<file path="src/rtl/mem_pkg.sv">
// Shared definitions for the data-memory responder: access codes, FSM states,
// bus field bundle and byte/halfword lane helpers.
package mem_pkg;

  localparam logic [2:0] FC_LB  = 3'b000;
  localparam logic [2:0] FC_LBU = 3'b001;
  localparam logic [2:0] FC_LH  = 3'b010;
  localparam logic [2:0] FC_LHU = 3'b011;
  localparam logic [2:0] FC_LW  = 3'b100;
  localparam logic [2:0] FC_SB  = 3'b101;
  localparam logic [2:0] FC_SH  = 3'b110;
  localparam logic [2:0] FC_SW  = 3'b111;

  typedef enum logic [1:0] {
    ST_IDLE = 2'b00,
    ST_REQ  = 2'b01,
    ST_WAIT = 2'b10,
    ST_DONE = 2'b11
  } state_t;

  typedef struct packed {
    logic        req;
    logic        wr;
    logic [3:0]  wstrb;
    logic [31:0] addr;
    logic [31:0] wdata;
  } bus_t;

  localparam bus_t BUS_IDLE = bus_t'(70'h0);

  function automatic logic fc_is_store(input logic [2:0] fc);
    return (fc == FC_SB) || (fc == FC_SH) || (fc == FC_SW);
  endfunction

  function automatic logic fc_is_half(input logic [2:0] fc);
    return (fc == FC_LH) || (fc == FC_LHU) || (fc == FC_SH);
  endfunction

  function automatic logic fc_is_word(input logic [2:0] fc);
    return (fc == FC_LW) || (fc == FC_SW);
  endfunction

  function automatic logic fc_misaligned(input logic [2:0] fc, input logic [1:0] addr_lo);
    return (fc_is_half(fc) && addr_lo[0]) || (fc_is_word(fc) && (addr_lo != 2'b00));
  endfunction

  function automatic logic [31:0] ext8(input logic [7:0] b, input logic sgn);
    return {{24{sgn & b[7]}}, b};
  endfunction

  function automatic logic [31:0] ext16(input logic [15:0] h, input logic sgn);
    return {{16{sgn & h[15]}}, h};
  endfunction

endpackage

</file>
<file path="src/rtl/dmem_lane.sv">
// Combinational lane steering: store strobes and replicated write data on the
// request side, load lane extraction and extension on the response side.
module dmem_lane
  import mem_pkg::*;
(
  input  logic [2:0]  wr_fc,
  input  logic [1:0]  wr_addr_lo,
  input  logic [31:0] wr_data,
  input  logic [2:0]  rd_fc,
  input  logic [1:0]  rd_addr_lo,
  input  logic [31:0] rd_word,
  output logic [3:0]  wstrb,
  output logic [31:0] wdata,
  output logic [31:0] rdata_ext,
  output logic        misalign,
  output logic        is_store
);

  logic [7:0]  byte_s;
  logic [15:0] half_s;

  assign misalign = fc_misaligned(wr_fc, wr_addr_lo);
  assign is_store = fc_is_store(wr_fc);
  assign byte_s   = rd_word[{rd_addr_lo, 3'b000} +: 8];
  assign half_s   = rd_addr_lo[1] ? rd_word[31:16] : rd_word[15:0];

  // Store side: loads drive no strobes and zero data.
  always_comb begin
    wstrb = 4'b0000;
    wdata = 32'h0000_0000;
    case (wr_fc)
      FC_SB: begin
        wstrb = 4'b0001 << wr_addr_lo;
        wdata = {4{wr_data[7:0]}};
      end
      FC_SH: begin
        wstrb = wr_addr_lo[1] ? 4'b1100 : 4'b0011;
        wdata = {2{wr_data[15:0]}};
      end
      FC_SW: begin
        wstrb = 4'b1111;
        wdata = wr_data;
      end
      default: begin
        wstrb = 4'b0000;
        wdata = 32'h0000_0000;
      end
    endcase
  end

  always_comb begin
    rdata_ext = 32'h0000_0000;
    case (rd_fc)
      FC_LB:   rdata_ext = ext8(byte_s, 1'b1);
      FC_LBU:  rdata_ext = ext8(byte_s, 1'b0);
      FC_LH:   rdata_ext = ext16(half_s, 1'b1);
      FC_LHU:  rdata_ext = ext16(half_s, 1'b0);
      FC_LW:   rdata_ext = rd_word;
      default: rdata_ext = 32'h0000_0000;
    endcase
  end

endmodule

</file>
<file path="src/rtl/dmem_responder.sv">
// Memory-stage load/store responder: drives a request/grant/data-ok bus, holds
// the pipeline while the access is in flight and returns the extended load word.
module dmem_responder
  import mem_pkg::*;
#(
  parameter int unsigned TIMEOUT_CYC = 255
) (
  input  logic        clk,
  input  logic        rst,
  input  logic        req_valid,
  input  logic [2:0]  req_fc,
  input  logic [31:0] req_addr,
  input  logic [31:0] req_wdata,
  input  logic        req_flush,
  output logic        stall,
  output logic        resp_valid,
  output logic [31:0] resp_rdata,
  output logic        adel,
  output logic        ades,
  output logic        bus_err,
  output logic        mem_req,
  output logic        mem_wr,
  output logic [3:0]  mem_wstrb,
  output logic [31:0] mem_addr,
  output logic [31:0] mem_wdata,
  input  logic        mem_gnt,
  input  logic        mem_rvalid,
  input  logic [31:0] mem_rdata
);

  localparam int unsigned CNT_W = $clog2(TIMEOUT_CYC + 1);
  localparam logic [CNT_W-1:0] CNT_LAST = CNT_W'(TIMEOUT_CYC - 1);
  localparam logic [CNT_W-1:0] CNT_ZERO = {CNT_W{1'b0}};
  localparam logic [CNT_W-1:0] CNT_ONE  = CNT_W'(1);

  state_t           state_q, state_d;
  logic [CNT_W-1:0] cnt_q, cnt_d;
  logic             drop_q, drop_d;
  logic [31:0]      rdata_q, rdata_d;
  logic             resp_valid_q, resp_valid_d;
  logic             bus_err_q, bus_err_d;
  bus_t             bus_q, bus_d;
  logic [2:0]       fc_q, fc_d;
  logic [1:0]       addr_lo_q, addr_lo_d;

  logic [3:0]  lane_wstrb_s;
  logic [31:0] lane_wdata_s;
  logic [31:0] lane_rdata_s;
  logic        misalign_s;
  logic        is_store_s;
  logic        idle_s;
  logic        start_s;
  logic        timeout_s;

  dmem_lane u_lane (
    .wr_fc      (req_fc),
    .wr_addr_lo (req_addr[1:0]),
    .wr_data    (req_wdata),
    .rd_fc      (fc_q),
    .rd_addr_lo (addr_lo_q),
    .rd_word    (mem_rdata),
    .wstrb      (lane_wstrb_s),
    .wdata      (lane_wdata_s),
    .rdata_ext  (lane_rdata_s),
    .misalign   (misalign_s),
    .is_store   (is_store_s)
  );

  assign idle_s    = (state_q == ST_IDLE);
  assign start_s   = idle_s & req_valid & ~misalign_s & ~req_flush;
  assign timeout_s = (cnt_q == CNT_LAST);

  // The IDLE cycle that launches an access must already hold the pipeline.
  assign stall      = start_s | (state_q == ST_REQ) | (state_q == ST_WAIT);
  assign adel       = idle_s & req_valid & misalign_s & ~is_store_s;
  assign ades       = idle_s & req_valid & misalign_s & is_store_s;
  assign resp_valid = resp_valid_q;
  assign resp_rdata = rdata_q;
  assign bus_err    = bus_err_q;
  assign mem_req    = bus_q.req;
  assign mem_wr     = bus_q.wr;
  assign mem_wstrb  = bus_q.wstrb;
  assign mem_addr   = bus_q.addr;
  assign mem_wdata  = bus_q.wdata;

  // Next-state, timeout counter and bus field computation.
  always_comb begin
    state_d      = state_q;
    cnt_d        = cnt_q;
    drop_d       = drop_q;
    rdata_d      = rdata_q;
    resp_valid_d = 1'b0;
    bus_err_d    = 1'b0;
    bus_d        = bus_q;
    fc_d         = fc_q;
    addr_lo_d    = addr_lo_q;
    case (state_q)
      ST_IDLE: begin
        cnt_d  = CNT_ZERO;
        drop_d = 1'b0;
        if (start_s) begin
          state_d     = ST_REQ;
          bus_d.req   = 1'b1;
          bus_d.wr    = is_store_s;
          bus_d.wstrb = lane_wstrb_s;
          bus_d.addr  = {req_addr[31:2], 2'b00};
          bus_d.wdata = lane_wdata_s;
          fc_d        = req_fc;
          addr_lo_d   = req_addr[1:0];
        end else begin
          state_d = ST_IDLE;
        end
      end
      ST_REQ: begin
        cnt_d = cnt_q + CNT_ONE;
        // Once granted the bus owns the access, so a late flush only drops the result.
        if (mem_gnt) begin
          state_d   = ST_WAIT;
          bus_d.req = 1'b0;
          drop_d    = drop_q | req_flush;
        end else if (req_flush) begin
          state_d = ST_IDLE;
          bus_d   = BUS_IDLE;
        end else if (timeout_s) begin
          state_d   = ST_DONE;
          bus_err_d = 1'b1;
          rdata_d   = 32'h0000_0000;
          bus_d     = BUS_IDLE;
        end else begin
          state_d = ST_REQ;
        end
      end
      ST_WAIT: begin
        cnt_d  = cnt_q + CNT_ONE;
        drop_d = drop_q | req_flush;
        if (mem_rvalid) begin
          state_d      = ST_DONE;
          resp_valid_d = ~(drop_q | req_flush);
          rdata_d      = lane_rdata_s;
          bus_d        = BUS_IDLE;
        end else if (timeout_s) begin
          state_d   = ST_DONE;
          bus_err_d = 1'b1;
          rdata_d   = 32'h0000_0000;
          bus_d     = BUS_IDLE;
        end else begin
          state_d = ST_WAIT;
        end
      end
      ST_DONE: begin
        state_d = ST_IDLE;
        cnt_d   = CNT_ZERO;
        drop_d  = 1'b0;
      end
      default: begin
        state_d = ST_IDLE;
        cnt_d   = CNT_ZERO;
        drop_d  = 1'b0;
        bus_d   = BUS_IDLE;
      end
    endcase
  end

  // State and registered outputs.
  always_ff @(posedge clk or posedge rst) begin
    if (rst) begin
      state_q      <= ST_IDLE;
      cnt_q        <= CNT_ZERO;
      drop_q       <= 1'b0;
      rdata_q      <= 32'h0000_0000;
      resp_valid_q <= 1'b0;
      bus_err_q    <= 1'b0;
      bus_q        <= BUS_IDLE;
      fc_q         <= 3'b000;
      addr_lo_q    <= 2'b00;
    end else begin
      state_q      <= state_d;
      cnt_q        <= cnt_d;
      drop_q       <= drop_d;
      rdata_q      <= rdata_d;
      resp_valid_q <= resp_valid_d;
      bus_err_q    <= bus_err_d;
      bus_q        <= bus_d;
      fc_q         <= fc_d;
      addr_lo_q    <= addr_lo_d;
    end
  end

endmodule

</file>
<file path="config.mk">
export PLATFORM = sky130hd
export DESIGN_NAME = dmem_responder
export DESIGN_NICKNAME = d
export VERILOG_FILES = /design/src/rtl/mem_pkg.sv /design/src/rtl/dmem_lane.sv /design/src/rtl/dmem_responder.sv
export SDC_FILE = /design/constraint.sdc
export NUM_CORES = 1
export LEC_CHECK = 0
export ABC_AREA = 1
export BUFFER_PORTS_ARGS = -buffer_cell sky130_fd_sc_hd__buf_4
export CAP_MARGIN = 0
export CORE_ASPECT_RATIO = 1.2
export CORE_UTILIZATION = 50
export CTS_BUF_LIST = sky130_fd_sc_hd__clkbuf_4 sky130_fd_sc_hd__clkbuf_8
export CTS_CLUSTER_DIAMETER = 200
export DETAILED_ROUTE_END_ITERATION = 8
export PLACE_DENSITY = 0.86
export SKIP_CTS_REPAIR_TIMING = 1
export SLEW_MARGIN = 10
export SYNTH_ARGS = -nofsm -noshare
export SYNTH_HDL_FRONTEND = slang
export SYNTH_SLANG_ARGS = --single-unit
</file>
<file path="constraint.sdc">
create_clock -name clk -period 4.2 [get_ports clk]
set_clock_uncertainty 0.15 [all_clocks]
set_input_delay 0.63 -clock clk [delete_from_list [all_inputs] [get_ports clk]]
set_output_delay 0.63 -clock clk [all_outputs]
set_load 0.01 [all_outputs]
</file>
---- Word level (Yosys, flattened, before mapping) ----
Cells that the tools add are included.
operators by class
  add/subtract/negate cells ............... 1
  multipliers ............................. 0
  div/mod/pow operators ................... 0
  $lt $le $gt $ge ......................... 0
  equal/unequal tests ..................... 18
  shifts and indexed selects .............. 2
  muxes and demuxes ....................... 34
  bitwise gates (word level) .............. 13
  reductions and logical operators ........ 19
operators by type and width
  operator               number
  $mux W70               4
  $pmux W70 S3           1
  $pmux W32 S5           1
  $mux W32               4
  $pmux W32 S3           1
  $mux W69               1
  $pmux W32 S2           1
  $shiftx A32 B6 Y8      1
  $mux W16               1
  $pmux W8 S2            1
  $eq A3 B3 Y1 const B   5
  $eq A3 B2 Y1 const B   4
  $pmux W4 S3            1
  $mux W1                11
  $add A8 B1 Y8 const B  1
  $eq A8 B8 Y1 const B   1
  $pmux W2 S4            1
  $and A1 B1 Y1          6
  $logic_or A1 B1 Y1     6
  $mux W2                3
  $ne A2 B2 Y1 const B   3
  $reduce_and A3 Y1      2
  $eq A2 B2 Y1 const B   2
  $mux W4                1
  15 further kinds       24
word-level totals
  flip-flop bits (word level) ............. 120
  latch bits .............................. 0
  RAM bits ................................ 0
  ROM bits ................................ 0
  output and inout bits ................... 107
  memories ................................ 0

---- Logic depth before layout (Yosys ltp) ----
Gate-level depths: netlist of the first run.
  depth after elaboration ................. 10
  depth in mapped cells ................... 13
  depth with buffers taken out ............ 11

---- Hierarchy ----
A second synthesis of the first run with hierarchy kept.
second synthesis, totals
  cells, all modules ...................... 828
  area, all modules ....................... 6313.6 um2
by module, submodules not included
  module          instances  cells an instance  area each (um2)
  dmem_responder  1          553                5013.6
  dmem_lane       1          275                1300.0

---- Worst setup path after synthesis of the first run ----
Ideal clock, no wire load.
  path type ............................... input -> output
  from .................................... input port req_fc[2]
  to ...................................... output port ades
  arrival time ............................ 1530 ps
  slack ................................... 1890 ps
  cell stages on the path ................. 7
  path buffers ............................ 1
  cell sequence ........................... buf_4 > nand2_1 > nor2_1 > inv_1 > nand2_1 > inv_1 > a21oi_1
between the ends
  longest elaborated chain between the ends .. 7
  elaborated cells on any way between the ends .. 16
  classes of those cells .................. eq/ne: 6; bitwise: 2; reduce/logical: 8
ends and longest elaborated chain
  what                              RTL line              text
  from (decl)                       dmem_responder.sv:11  input logic [2:0] req_fc,
  $eq A3 B2 Y1                      mem_pkg.sv:36         return (fc == FC_LH) || (fc == FC_LHU) || (fc == FC_SH);
  $logic_or A1 B1 Y1 (2 in series)  mem_pkg.sv:36
  $logic_and A1 B1 Y1               mem_pkg.sv:44         return (fc_is_half(fc) && addr_lo[0]) || (fc_is_word(fc) && (addr_lo != 2'b00));
  $logic_or A1 B1 Y1                mem_pkg.sv:44
  $and A1 B1 Y1                     dmem_responder.sv:76  assign ades = idle_s & req_valid & misalign_s & is_store_s;
  $and A1 B1 Y1 (*)                 dmem_responder.sv:76
  to (decl)                         dmem_responder.sv:19  output logic ades,
Mark *: on every way between the ends. The rest lies on a longest branch, timed or not.

==> impl_results.md, run 1 <==
- Relative slew slack: 0.249
- Post-DP HPWL: 16500 um
- Synth Cell Area: 8060 um2
- Clk root buf: clkbuf_8
- Skew-Pair Late Insertion Delay: 0.46 ns
- WL per Instance: 15.2 um
- Post-layout net count: 1537
- Gr usage total: 0.302
- Port Buf Inserts: 211
- 1st-pass router iterations: 5
- Worst reg2reg path endpoint: resp_rdata[13]
- Status: finished clean
- CTS tree: done
- Worst-path fanout max: 30
- Height of the chip: 141 um
- Site row count: 50
- Num Clock Sinks: 120
- Synthesized flop and latch total: 120
- H-tree Lvls: 4
- Routability Congestion: 0.955
- Total gr overflow: 0
- Reg-to-reg slack, setup: 0.99 ns
- Synth-to-layout area growth: 24.8%
- Vias/cell: 5.55
- Setup TNS after final layout: 0 ns
- Die area: 16600 um2
- Fin crit share: 0.764
- Antenna viol nets, final: 0
- First-pass GRT wire length: 40400 um
- CTS clk-pin slew, worst paths: 0.08 ns
- FILL cells: 1479
- Share of post-route cells with drive strength above 1: 0.196
- Chip Width: 118 um
- Crit Path Class: reg -> reg
- Final setup vio count: 0
- Ports: 212
- Power, Total: 6.93 mW
- Diodes inserted: 0
- R2R depth: 11
- Fmax: 312 MHz
- RSZ-0062 raised after global routing: no
- DR vias: 9135
- Leak Pwr: 5.86 nW
- Core Region: 15700 um2
- Gate Count Post-Synth: 1273
- Routed WL: 25100 um
- DRC Markers: 0
- Vias in the first global route: 8129
- WP data required: 4.46 ns
- TritonCTS Buffers: 17
- Avg Cell Area, Syn: 6.33 um2
- Initial antenna violation count: 0
- Final min period: 3.21 ns
- Synth warn: 0
- Max_cap viols: 0
- Worst Setup Start Kind: flip-flop
- Worst Max-Slew Pin Slew: 1.13 ns
- Peak supply drop: 0.483 mV
- Number of distinct library cells after synthesis: 30
- Detailed Route Iter0 Violations: 1030
- Slew Viols, Final: 0
- Worst Setup EP: resp_rdata[13]
- Syn nets: 1385
- Worst Hold Class: in -> async
- Fin. Hold Viols: 0
- Maximum clock path buffer count: 2
- CP endpoint kind: flip-flop
- Starting density of the core: 0.513
- Largest net degree at the start of global routing: 74
- Sequential fraction of the synthesis area: 0.373
- P per Cell Area: 690 nW/um2
- Worst EP arrival: 3.46 ns
-- worst min-delay path by stage --
| stage | cells after the start | endpoint | slack, ns |
|---|---|---|---|
| 6_report | 2 | resp_rdata[20] | 0.24 |
| 5_1_grt | 2 | resp_rdata[20] | 0.30 |
| 4_1_cts | 2 | resp_rdata[21] | 0.26 |
| 3_5_place_dp | 2 | mem_addr[0] | 0.31 |
| 3_3_place_gp | 2 | mem_addr[1] | 0.31 |
| 2_1_floorplan | 2 | fc_q[0] | 0.30 |
-- per-stage QoR --
step	utilization	worst slack (ns)	cells	hold WS [ns]	cell area, um2
2_1_floorplan	-	0.234	1273	0.303	8060
3_3_place_gp	0.613	1.14	1614	0.310	9620
3_5_place_dp	0.613	1.05	1614	0.312	9620
4_1_cts	0.640	1.04	1646	0.256	10100
5_1_grt	0.640	0.679	1646	0.303	10100
6_report	0.640	0.992	1646	0.238	10100
-- cell usage in the layout, fill, tap and decap left out, types with 5 or more instances in the layout --
master,Yosys,final
nand2_1,703,702
buf_4,4,226
a21oi_1,7,7
dfrtp_1,120,120
nand2_2,5,5
nor3_1,5,5
nand4_1,135,135
nor2_1,40,40
clkbuf_8,0,18
o21ai_0,40,40
nand3_1,24,24
o2111ai_1,8,8
inv_1,60,58
-- critical path, cell delays in order (launching register included) --
cell and delay [ns]:
dfrtp_1 0.42, inv_1 0.13, ha_2 0.59, inv_1 0.17, nor2_1 0.16, nand2_1 0.10
o21ai_1 0.14, nand2_1 0.10, a21oi_2 0.81, buf_4 0.27, nand2_1 0.06, nand2_1 0.05
-- where the power goes --
group | total (mW) | switching [mW] | internal [mW]
clock | 1.18 | 0.501 | 0.674
combinational | 3.65 | 2.37 | 1.28
sequential | 2.11 | 0.488 | 1.62
-- cells in the mapped netlist --
cell / n / area (um2)
nor2_2: 1 / 6.26
a21oi_1: 7 / 35.0
o2111ai_1: 8 / 70.1
and3_1: 1 / 6.26
nand3_2: 3 / 30.0
buf_2: 42 / 210
a32oi_1: 1 / 8.76
o211ai_1: 4 / 30.0
buf_1: 6 / 22.5
o221ai_1: 1 / 8.76
inv_1: 60 / 225
o21bai_1: 1 / 7.51
ha_1: 7 / 87.6
o21ai_1: 4 / 20.0
clkbuf_1: 39 / 146
nand2_1: 703 / 2640
buf_4: 4 / 30.0
o21ai_0: 40 / 200
o22ai_1: 1 / 6.26
a21oi_2: 2 / 17.5
nand4_1: 135 / 845
nor2_4: 1 / 11.3
nand2_2: 5 / 31.3
a31oi_1: 1 / 6.26
nor3_1: 5 / 25.0
nand3_1: 24 / 120
inv_2: 3 / 11.3
dfrtp_1: 120 / 3000
nor2_1: 40 / 150
buf_6: 4 / 45.0
-- kinds of logic (layout without fill, tap and decap cells) --
family                     after synthesis  in the layout  synth area share
AOI/OAI and AO/OA                       70             70            0.0509
DFF                                    120            120             0.373
and+or+nand+nor                        918            918             0.480
buffers and inverters                  158            323            0.0857
adders and majority gates                7              7            0.0109
-- registers in the layout, indices dropped and copies added, names as in the netlist, named ones only --
register / cells
mem_wstrb: 4
mem_wr: 1
fc_q: 3
resp_valid: 1
state_q: 1
mem_wdata: 32
cnt_q: 8
resp_rdata: 32
addr_lo_q: 2
drop_q: 1
mem_addr: 32
bus_err: 1
mem_req: 1
-- layer usage --
metal | track usage | routed length, um
met5 | 0 | 0
met4 | 0.144 | 876
met3 | 0.0631 | 2010
met2 | 0.478 | 11800
met1 | 0.394 | 10400
-- layout make-up --
cell class                      count  area, um2  share of cell area
Multi-Input combinational cell    995       4380               0.436
Sequential cell                   120       3000               0.299
Timing Repair Buffer              228       1740               0.173
Clock buffer                       20        263              0.0261
Tap cell                          208        260              0.0259
Inverter                           63        239              0.0238
Clock inverter                     12        173              0.0172
No activity file was read; power rests on OpenSTA's default activity.
==> inputs of run 2 (changes only) <==
==> constraint.sdc (replaced) <==
create_clock -name clk -period 2.59 [get_ports clk]
set_clock_uncertainty 0.15 [all_clocks]
set_input_delay 0.3885 -clock clk [delete_from_list [all_inputs] [get_ports clk]]
set_output_delay 0.3885 -clock clk [all_outputs]
set_load 0.01 [all_outputs]
==> impl_results.md, run 2 (synthesis results as in run 1) <==
- R2R depth: 11 (unchanged)
- Core Region: 15700 um2 (unchanged)
- 1st-pass router iterations: 7 (+2)
- Site row count: 50 (unchanged)
- WL per Instance: 15.1 um (-0.76%)
- Fin util: 0.648 (+0.00749)
- TritonCTS Buffers: 17 (unchanged)
- Area after DPL: 9760 um2 (+1.5%)
- Fmax: 418 MHz
- Slowest CP cell: dfrtp_1
- Chip Width: 118 um (unchanged)
- Routability Congestion: 0.932 (-2.5%)
- Fin. Hold Viols: 0 (unchanged)
- Starting density of the core: 0.513 (unchanged)
- Ports: 212 (unchanged)
- Post-DP HPWL: 16100 um (-2.3%)
- DR vias: 9154 (+0.21%)
- Fin crit share: 0.925
- Clk root buf: clkbuf_8
- DRC Markers: 0 (unchanged)
- Status: finished clean
- Worst Max-Slew Pin Slew: 0.777 ns (-0.350 ns)
- Share of post-route cells with drive strength above 1: 0.200 (+0.00431)
- Critical Path Max Stage Delay: 0.43 ns (-0.38 ns)
- Detailed Route Iter0 Violations: 884 (-14%)
- Reg area: 3000 um2 (unchanged)
- Vias in the first global route: 8438 (+3.8%)
- Maximum clock path buffer count: 2 (unchanged)
- Setup TNS after final layout: 0 ns (unchanged)
- Slew Viols, Final: 0 (unchanged)
- Num Clock Sinks: 120 (unchanged)
- CTS tree: done
- FILL cells: 1433 (-3.1%)
- Gr usage total: 0.302 (+0.000491)
- Worst Setup Start Kind: flip-flop
- Peak supply drop: 0.707 mV (+46%)
- Cell mode on critical path: buf_4
- Worst Hold Class: in -> reg
- Final setup vio count: 0 (unchanged)
- CTS clk-pin slew, worst paths: 0.07 ns (about the same)
- RSZ-0062 raised after global routing: no
- Antenna viol nets, final: 0 (unchanged)
- Area of the multi-input gates: 4380 um2 (unchanged)
- CP endpoint kind: primary output
- Worst-path fanout max: 12 (-60%)
- Hold slack: 0.0573 ns (-0.180 ns)
- Post-layout net count: 1547 (+0.65%)
- Die area: 16600 um2 (unchanged)
- Skew-Pair Late Insertion Delay: 0.46 ns (about the same)
- Largest net degree at the start of global routing: 115 (+55%)
- P per Cell Area: 1110 nW/um2 (+60%)
- Most frequent cells in the layout: nand2_1 (702), buf_4 (229), nand4_1 (135)
- Final min period: 2.39 ns
- Leak Pwr: 5.92 nW (+0.97%)
- H-tree Lvls: 4 (unchanged)
- Crit Path Class: reg -> out
- Worst EP arrival: 1.86 ns (-1.60 ns)
- Synth-to-layout area growth: 26.3%
- Final Cell Area: 10200 um2 (+1.2%)
- Initial antenna violation count: 0 (unchanged)
- Max_cap viols: 0 (unchanged)
- Leading cell type in the layout, fill and taps excluded: nand2_1
- Height of the chip: 141 um (unchanged)
- Worst path cell trace: inv_1 -> ha_2 -> nand2_1 -> nor2_1 -> nand3_2 -> buf_4 -> nand3_1 -> buf_4
- Diodes inserted: 0 (unchanged)
- Port Buf Inserts: 211 (unchanged)
- First-pass GRT wire length: 40700 um (+0.65%)
- Relative slew slack: 0.482 (+0.234)
- Routed WL: 25000 um (-0.22%)
- Total gr overflow: 0 (unchanged)
- Hold Path Depth: 5
- WP data required: 2.05 ns (-2.41 ns)
- Vias/cell: 5.53 (-0.34%)
run 2: cell count changes in the layout (fill, tap and decap cells not counted), moves of 2 or more:
cell,before,now
buf_12,2,8
inv_6,2,0
bufinv_16,4,2
clkbuf_8,18,21
buf_4,226,229
run 2: layer usage:
layer | vias to the layer above | part of all wire | global-route usage
met3 | 71 | 0.086 | 0.0720
met4 | 0 | 0.036 | 0.159
met1 | 4190 | 0.40 | 0.373
met2 | 467 | 0.48 | 0.491
li1 | 4426 | - | -
met5 | - | 0 | 0
run 2: final timing paths:
check / start / end / slack [ns]
worst max register to register: flip-flop / resp_rdata[28] / 0.40
worst min-delay path: req_addr[2] / mem_addr[2] / 0.06
worst min register to register: mem_addr[1] / mem_addr[1] / 0.32
max in group asynchronous: rst / mem_addr[4] / 1.43
worst max-delay path: state_q[0] / stall / 0.20
min in group asynchronous: rst / mem_wdata[31] / 0.27
run 2: area by class of cell:
| cell class | count | area share |
|---|---|---|
| clock inverter | 8 | 0.00935 |
| tap | 208 | 0.0256 |
| clock buffer | 23 | 0.0299 |
| multi-input combinational | 995 | 0.431 |
| inverter | 63 | 0.0236 |
| timing repair buffer | 238 | 0.186 |
| sequential | 120 | 0.295 |
run 2: worst max-delay path, delay by kind of cell (launching register included):
family	cells	cell delay (ns)
buffers and inverters	3	0.43
adders and majority gates	1	0.21
DFF	1	0.43
and+or+nand+nor	4	0.33
run 2: power by group:
part / switching (mW) / total, mW / internal [mW]
logic: 3.90 / 6.12 / 2.22
registers: 0.746 / 3.39 / 2.64
clock network: 0.772 / 1.74 / 0.966
run 2: metrics by stage:
step / std cells / setup WS [ns] / power [mW]
global route: 1655 / 0.0460 / 12.1
finish: 1655 / 0.195 / 11.2
CTS: 1654 / 0.184 / 11.2
detailed placement: 1623 / 0.415 / 9.49
global placement: 1623 / 0.484 / 9.34
floorplan: 1273 / 0.582 / 7.09
